### src/rtl/pixel_pair_fetcher_pkg.sv
// Shared video constants and state type for the frame-buffer pixel fetch path.
// The timing generator uses the same raster size and sync polarity values.
package pixel_pair_fetcher_pkg;

  localparam int H_ACTIVE_DEF    = 640;
  localparam int V_ACTIVE_DEF    = 480;
  localparam int FRAME_WORDS_DEF = H_ACTIVE_DEF * V_ACTIVE_DEF / 2;

  // Syncs are active-low; the idle level is also the reset value of the outputs.
  localparam logic SYNC_ACTIVE = 1'b0;
  localparam logic SYNC_IDLE   = 1'b1;

  typedef enum logic {
    SYNC_WAIT = 1'b0,
    RUN       = 1'b1
  } fetch_state_e;

endpackage

### src/rtl/fetch_addr_counter.sv
// Frame-memory word address counter: a load to zero for the frame wrap and an
// increment once per consumed pixel pair. The load wins if both are requested.
module fetch_addr_counter #(
  parameter int ADDR_W = 18
) (
  input  logic              clk,
  input  logic              rst,
  input  logic              load,
  input  logic              inc,
  output logic [ADDR_W-1:0] addr
);

  logic [ADDR_W-1:0] cnt_q;
  logic [ADDR_W-1:0] cnt_d;

  always_comb begin
    cnt_d = cnt_q;
    if (load) begin
      cnt_d = '0;
    end else if (inc) begin
      cnt_d = cnt_q + 1'b1;
    end
  end

  always_ff @(posedge clk) begin
    if (rst) begin
      cnt_q <= '0;
    end else begin
      cnt_q <= cnt_d;
    end
  end

  assign addr = cnt_q;

endmodule

### src/rtl/pixel_pair_fetcher.sv
// Serializes 48-bit pixel pairs from frame memory into a 24-bit RGB stream,
// delaying syncs and display enable by one pixel tick to stay aligned.
module pixel_pair_fetcher
  import pixel_pair_fetcher_pkg::*;
#(
  parameter int H_ACTIVE = H_ACTIVE_DEF,
  parameter int V_ACTIVE = V_ACTIVE_DEF,
  parameter int ADDR_W   = 18
) (
  input  logic              CLK,
  input  logic              RST,
  input  logic              PIX_EN,
  input  logic [9:0]        H_COUNT,
  input  logic [9:0]        V_COUNT,
  input  logic              DISPLAY_ON,
  input  logic              HSYNC_IN,
  input  logic              VSYNC_IN,
  input  logic [47:0]       MEM_RGB,
  output logic [ADDR_W-1:0] MEM_ADDR,
  output logic [23:0]       RGB,
  output logic              HSYNC,
  output logic              VSYNC,
  output logic              DE,
  output logic              FRAME_START,
  output logic              ALIGN_ERR,
  output fetch_state_e      DBG_STATE
);

  localparam logic [9:0] V_ACTIVE_L = 10'(V_ACTIVE);

  fetch_state_e state_q, state_d;
  logic [23:0]  rgb_q, rgb_d;
  logic [23:0]  pair_q, pair_d;
  logic         hsync_q, hsync_d;
  logic         vsync_q, vsync_d;
  logic         de_q, de_d;
  logic         frame_start_q, frame_start_d;
  logic         align_err_q, align_err_d;
  logic         prev_even_q, prev_even_d;

  logic vblank;
  logic vis_even;
  logic vis_odd;
  logic addr_load;
  logic addr_inc;

  assign vblank   = (V_COUNT >= V_ACTIVE_L);
  assign vis_even = DISPLAY_ON & ~H_COUNT[0];
  assign vis_odd  = DISPLAY_ON & H_COUNT[0];

  // Wrap runs in both states so the first shown frame always starts at word 0.
  assign addr_load = PIX_EN & vblank;
  assign addr_inc  = PIX_EN & (state_q == RUN) & vis_odd;

  always_comb begin
    state_d       = state_q;
    rgb_d         = rgb_q;
    pair_d        = pair_q;
    hsync_d       = hsync_q;
    vsync_d       = vsync_q;
    de_d          = de_q;
    frame_start_d = 1'b0;
    align_err_d   = align_err_q;
    prev_even_d   = prev_even_q;
    if (PIX_EN) begin
      hsync_d     = HSYNC_IN;
      vsync_d     = VSYNC_IN;
      prev_even_d = vis_even;
      case (state_q)
        SYNC_WAIT: begin
          rgb_d = '0;
          de_d  = 1'b0;
          if (vblank) begin
            state_d = RUN;
          end
        end
        RUN: begin
          de_d          = DISPLAY_ON;
          frame_start_d = DISPLAY_ON && (H_COUNT == '0) && (V_COUNT == '0);
          if (vis_even) begin
            rgb_d  = MEM_RGB[47:24];
            pair_d = MEM_RGB[23:0];
          end else if (vis_odd) begin
            rgb_d = pair_q;
            // An odd column must directly follow its even partner tick.
            if (!prev_even_q) begin
              align_err_d = 1'b1;
            end
          end else begin
            rgb_d = '0;
          end
        end
        default: state_d = SYNC_WAIT;
      endcase
    end
  end

  always_ff @(posedge CLK) begin
    if (RST) begin
      state_q       <= SYNC_WAIT;
      rgb_q         <= '0;
      pair_q        <= '0;
      hsync_q       <= SYNC_IDLE;
      vsync_q       <= SYNC_IDLE;
      de_q          <= 1'b0;
      frame_start_q <= 1'b0;
      align_err_q   <= 1'b0;
      prev_even_q   <= 1'b0;
    end else begin
      state_q       <= state_d;
      rgb_q         <= rgb_d;
      pair_q        <= pair_d;
      hsync_q       <= hsync_d;
      vsync_q       <= vsync_d;
      de_q          <= de_d;
      frame_start_q <= frame_start_d;
      align_err_q   <= align_err_d;
      prev_even_q   <= prev_even_d;
    end
  end

  fetch_addr_counter #(
    .ADDR_W(ADDR_W)
  ) u_addr (
    .clk (CLK),
    .rst (RST),
    .load(addr_load),
    .inc (addr_inc),
    .addr(MEM_ADDR)
  );

  assign RGB         = rgb_q;
  assign HSYNC       = hsync_q;
  assign VSYNC       = vsync_q;
  assign DE          = de_q;
  assign FRAME_START = frame_start_q;
  assign ALIGN_ERR   = align_err_q;
  assign DBG_STATE   = state_q;

endmodule

### config.mk
export PLATFORM = sky130hd
export DESIGN_NAME = pixel_pair_fetcher
export DESIGN_NICKNAME = d
export VERILOG_FILES = /design/src/rtl/pixel_pair_fetcher_pkg.sv /design/src/rtl/fetch_addr_counter.sv /design/src/rtl/pixel_pair_fetcher.sv
export SDC_FILE = /design/constraint.sdc
export NUM_CORES = 1
export LEC_CHECK = 0
export ABC_AREA = 1
export CAP_MARGIN = 40
export CORE_MARGIN = 2
export CORE_UTILIZATION = 43
export CTS_BUF_LIST = sky130_fd_sc_hd__clkbuf_16
export DETAILED_ROUTE_END_ITERATION = 7
export MAX_ROUTING_LAYER = met4
export PLACE_DENSITY = 0.77
export SLEW_MARGIN = 20
export SYNTH_ARGS = -nofsm -noshare
export SYNTH_HDL_FRONTEND = slang
export SYNTH_SLANG_ARGS = --single-unit
### constraint.sdc
create_clock -name CLK -period 1.73 [get_ports CLK]
set_input_delay 0.2595 -clock CLK [delete_from_list [all_inputs] [get_ports CLK]]
set_output_delay 0.2595 -clock CLK [all_outputs]
set_load 0.02 [all_outputs]
Word level (Yosys, flattened, before mapping)

Index checks and enable logic that the tools add are counted.

Flip-flop bits (word level): 73
Input port bits: 74

Add/subtract/negate cells: 1
Order comparisons: 1
Muxes and demuxes: 6
Bitwise gates (word level): 10
Reductions and logical operators: 8

Operator list:

| kind                                                                | count |
|---|---|
| 2-to-1 mux 24 bit                                                   | 2 |
| one-hot mux 24 bit (2 select lines)                                 | 1 |
| zero test 10 bit                                                    | 2 |
| adder 18 x 1 -> 18 bit (second input constant)                      | 1 |
| greater-or-equal comparator 10 x 9 -> 1 bit (second input constant) | 1 |
| bitwise AND 1 bit                                                   | 5 |
| inverter 1 bit                                                      | 5 |
| AND reduction 5 bit                                                 | 1 |
| AND reduction 3 bit                                                 | 1 |
| OR reduction 3 bit                                                  | 1 |
| logical AND 1 bit                                                   | 2 |
| 2-to-1 mux 1 bit                                                    | 2 |
| one-hot mux 1 bit (2 select lines)                                  | 1 |
| OR reduction 2 bit                                                  | 1 |

Longest topological paths before layout

Depth in word-level cells: 4
Mapped depth: 9

Modules after synthesis

A second synthesis with hierarchy kept.

Cells, all modules: 483
Area total of the unflattened synthesis: 3261.9 µm²

Modules (own cells, without submodules):

| module             | instances | cells an instance | area an instance (µm²) |
|---|---|---|---|
| pixel_pair_fetcher | 1         | 337               | 2326.0 |
| fetch_addr_counter | 1         | 146               | 935.9 |

Least setup slack after synthesis

OpenSTA, ideal clock, no wires.

Path kind: register to register
From: register u_addr.cnt_q[1] (netlist: u_addr.addr[1])
To: register u_addr.cnt_q[10] (netlist: u_addr.addr[10])
Library setup time: 0.115 ns
Arrival time: 1.368 ns
Required time: 1.615 ns
Setup slack: 0.247 ns
Stages on the path, launching flop included: 9
Path buffers: 0
Clock period less this slack: 1.483 ns
Cell sequence: dfxtp_1 -> ha_1 -> nand2_1 -> nor2_1 -> nand2_4 -> nor2_8 -> nand2_1 -> o21ai_1 -> nor2_1

Word-level cells in the longest chain between the ends: 1

RTL lines:

| item                   | RTL line                 | text |
|---|---|---|
| from (decl)            | fetch_addr_counter.sv:13 | `logic [ADDR_W-1:0] cnt_q;` |
| from (signal assigned) | fetch_addr_counter.sv:29 | `cnt_q <= cnt_d;` |
| adder 18 x 1 -> 18 bit | fetch_addr_counter.sv:21 | `cnt_d = cnt_q + 1'b1;` |

Every way passes these cells.
A chain may end at the register's enable or synchronous reset.

Worst setup path in the final report

From: register u_addr.cnt_q[11] (netlist: u_addr.addr[11])
To: output MEM_ADDR[11]

RTL lines:

| item      | RTL line                 | text |
|---|---|---|
| to (decl) | pixel_pair_fetcher.sv:19 | `output logic [ADDR_W-1:0] MEM_ADDR,` |

No word-level cell between the ends.

==> summary.md <==
| Metric | Value |
|---|---|
| Share of layout cells above drive strength 1 | `0.0635` |
| Hold_buf cts | `0` |
| Vias in the first global route | `3,041` |
| Tmin final | `1660 ps` |
| DRT antenna net count | `0` |
| Post-Synth Simple-Gate Area | `0.304` |
| # nets final | `621` |
| Util after Layout | `0.695` |
| CP bufs+invs | `1` |
| Instance area at placement | `0.00443 mm2` |
| H-tree Lvls | `3` |
| RSZ-0062 raised after global routing | `false` |
| Crit. End Element | `output pin` |
| Number of synthesis warnings | `0` |
| Hold Path Depth | `2` |
| Hold path start | `pair_q[20]$_SDFFE_PP0P_` |
| Count of input and output buffers | `121` |
| Setup crit start kind | `register` |
| FF+latch count, synth | `73` |
| Syn_nets | `494` |
| Reg2Reg Depth | `8` |
| XOR/XNOR Fraction of Synth Area | `0.00287` |
| DRC Markers | `0` |
| Status | `complete, no violations` |
| Reg-to-reg slack, setup | `190 ps` |
| Critical path startpoint | `u_addr.addr[11]$_SDFFE_PP0P_` |
| Congestion Overflow GR | `0` |
| Starting DRT DRC Count | `134` |
| Worst path top cell family by delay | `buffers and inverters` |
| Initial antenna violation count | `0` |
| Clock skew | `4.90 ps` |
| Seq/Total Area, Yosys | `0.479` |
| CTS max path bufs | `2` |
| Top-area cell type share of the netlist area | `0.479` |
| Synth async-reset ratio | `0` |
| Io pins | `122` |
| Highest routed metal layer | `met4` |
| Final cell count without fillers | `647` |
| Number of setup violations in the final report | `0` |
| Final TNS setup | `0 ps` |
| Final worst-path cycle share | `0.958` |
| Clock root buffer | `clkbuf_16` |
| Met1 wire length | `3580 um` |
| Max cap viols | `0` |
| Placed Instances | `631` |
| Worst slew margin | `0.603` |
| RR Endpoint | `u_addr.addr[10]$_SDFFE_PP0P_` |
| Skew-Pair Late Insertion Delay | `320 ps` |
| Critical path arrival | `1400 ps` |
| Fillers | `572` |
| GRT Util Overall | `0.237` |
| Crit-path cells | `clkdlybuf4s50_1` |
| Post-layout instance area | `0.00474 mm2` |
| Area growth from synthesis to layout | `55.7%` |
| Pin count of the biggest net entering global routing | `30` |
| Antenna cells | `0` |
| Clk slew on worst S/H paths | `50 ps` |
| Compound-Gate Fraction of Synth Area | `0.132` |
| HP Class | `register to register` |
| Yosys cell types | `25` |
| Gpl congestion | `0.822` |
| Wirelength per Cell | `13.3 um` |
| Die ar. | `0.00778 mm2` |
| Pwr dens | `843 mW/mm2` |
| P_leak | `1.85 nW` |
| Mapped Avg Cell Area | `7.27 um2` |
| Dominant cell type by area after synthesis | `dfxtp_1` |
| Main synth FF type | `dfxtp_1` |
| Total routed wirelength | `8580 um` |
| Worst Hold End | `pair_q[20]$_SDFFE_PP0P_` |
| CP required | `1470 ps` |
| Num CTS Buffers | `9` |
| Total setup buffers inserted after CTS | `0` |
| DP HPWL | `6160 um` |
| Synthesized netlist cell count | `419` |
| Post-Synth Adder-Cell Area | `0.00411` |
| Initial DRT Pass Iterations | `4` |
| Fmax achieved | `604 MHz` |
| Register area | `0.00146 mm2` |
| DR vias/cell | `4.91` |
| Post-synthesis mux area share | `0` |
| Critical Path Slowest Stage Cell | `clkdlybuf4s50_1` |
| Critical path's largest stage delay | `650 ps` |
| Mapped Area | `0.00305 mm2` |
| Peak supply drop | `0.000548 V` |
| RR Startpoint | `u_addr.addr[1]$_SDFFE_PP0P_` |
| Core Region | `0.00683 mm2` |
| Die H | `88.2 um` |
| Starting density of the core | `0.446` |
| Critical path class | `register to output pin` |
| Chip width | `88.2 um` |
| Met2 WL post-DR | `4230 um` |
| Via count | `3,178` |
| TritonCTS clock tree | `built` |
| WL met3 | `543 um` |
| Ranking of synthesized cells by area | `dfxtp_1 48%, nand2_1 14%, nor2_1 7.3%` |
| Clk sinks | `73` |
| Largest family of logic cells by synthesized area | `simple AND/OR/NAND/NOR gates` |
| Pins Over Slew Limit | `0` |
| Final-report hold violation count | `0` |
| First-pass GRT wire length | `13,900 um` |
| Multi-input gate area | `0.00135 mm2` |
| EDFF count, synth | `0` |
| Row count | `30` |
| Max FO, Critical Path | `6` |
| Slew @ Worst Pin | `591 ps` |
==> placed cells by master (no fill, tap or decap), drive strengths merged, types with 11 or more instances in the layout <==
| cell | synthesis | layout |
|---|---|---|
| a31oi | 19 | 19 |
| nand4 | 12 | 12 |
| buf | 10 | 13 |
| inv | 41 | 41 |
| a21oi | 21 | 21 |
| nand2 | 117 | 117 |
| nor2 | 62 | 62 |
| o21ai | 28 | 28 |
| clkdlybuf4s50 | 0 | 118 |
| nand3 | 11 | 11 |
| dfxtp | 73 | 73 |
==> what timing repair did <==
item	in CTS	in global routing
cloned	0	0
endpoints found under the setup margin	1	2
pin swaps	0	0
resized for setup	1	2
==> stage by stage <==
| step | hold WS, ps | setup WS, ps | total power [mW] |
|---|---|---|---|
| after floorplan | 329 | 247 | 1.87 |
| after global placement | 438 | 75.2 | 2.10 |
| after detailed placement | 442 | -6.77 | 2.11 |
| after CTS | 451 | 37.4 | 4.03 |
| after global routing | 472 | 6.35 | 4.15 |
| final | 453 | 73.2 | 4.00 |
==> area by class of cell <==
class / count / area share
sequential: 73 / 0.308
inverter: 41 / 0.0324
clock buffer: 9 / 0.0475
clock inverter: 7 / 0.0179
tap: 96 / 0.0253
multi-input combinational: 287 / 0.284
timing repair buffer: 134 / 0.285
==> cells in the mapped netlist, types with 4 or more instances <==
library cell / number
buf_2: 6
nand2_1: 114
nor4_1: 5
inv_1: 39
dfxtp_1: 73
a21oi_1: 21
clkbuf_1: 7
nor3_1: 4
o21ai_0: 27
nand4_1: 12
o211ai_1: 5
a31oi_1: 19
nor2_1: 59
nand3_1: 11
==> worst max-delay path by stage <==
stage                                    to  slack, ps  cells past startpoint
2_1_floorplan  u_addr.addr[10]$_SDFFE_PP0P_        250                      8
3_3_place_gp   u_addr.addr[11]$_SDFFE_PP0P_         80                     10
3_5_place_dp   u_addr.addr[10]$_SDFFE_PP0P_         -7                      8
4_1_cts                         MEM_ADDR[5]         40                      1
5_1_grt                        MEM_ADDR[11]          6                      1
6_report                       MEM_ADDR[11]         70                      1
==> state kept, by name, indices dropped and copies added (netlist names) <==
| signal | flops |
|---|---|
| DBG_STATE | 1 |
| RGB | 24 |
| prev_even_q | 1 |
| HSYNC | 1 |
| DE | 1 |
| ALIGN_ERR | 1 |
| u_addr.addr | 18 |
| FRAME_START | 1 |
| VSYNC | 1 |
| pair_q | 24 |
==> cells by family after synthesis <==
| kind of cell | count (synthesis) |
|---|---|
| adder cells (fa/ha/maj) | 1 |
| AO/OA/AOI/OAI | 73 |
| XOR/XNOR | 1 |
| buffers and inverters | 59 |
| AND/OR/NAND/NOR | 212 |
| flip-flops | 73 |
==> metal layers <==
layer  vias up  GRT usage
met4         0     0.0895
met1      1432      0.287
met3        15     0.0424
met5         -          -
met2       115      0.392
li1       1616          -
==> power by group <==
part	switching, mW	total (mW)	internal (mW)
clock network	0.675	1.92	1.25
logic	0.142	0.355	0.213
registers	0.0140	1.72	1.71
(Power assumes the default switching activity.)
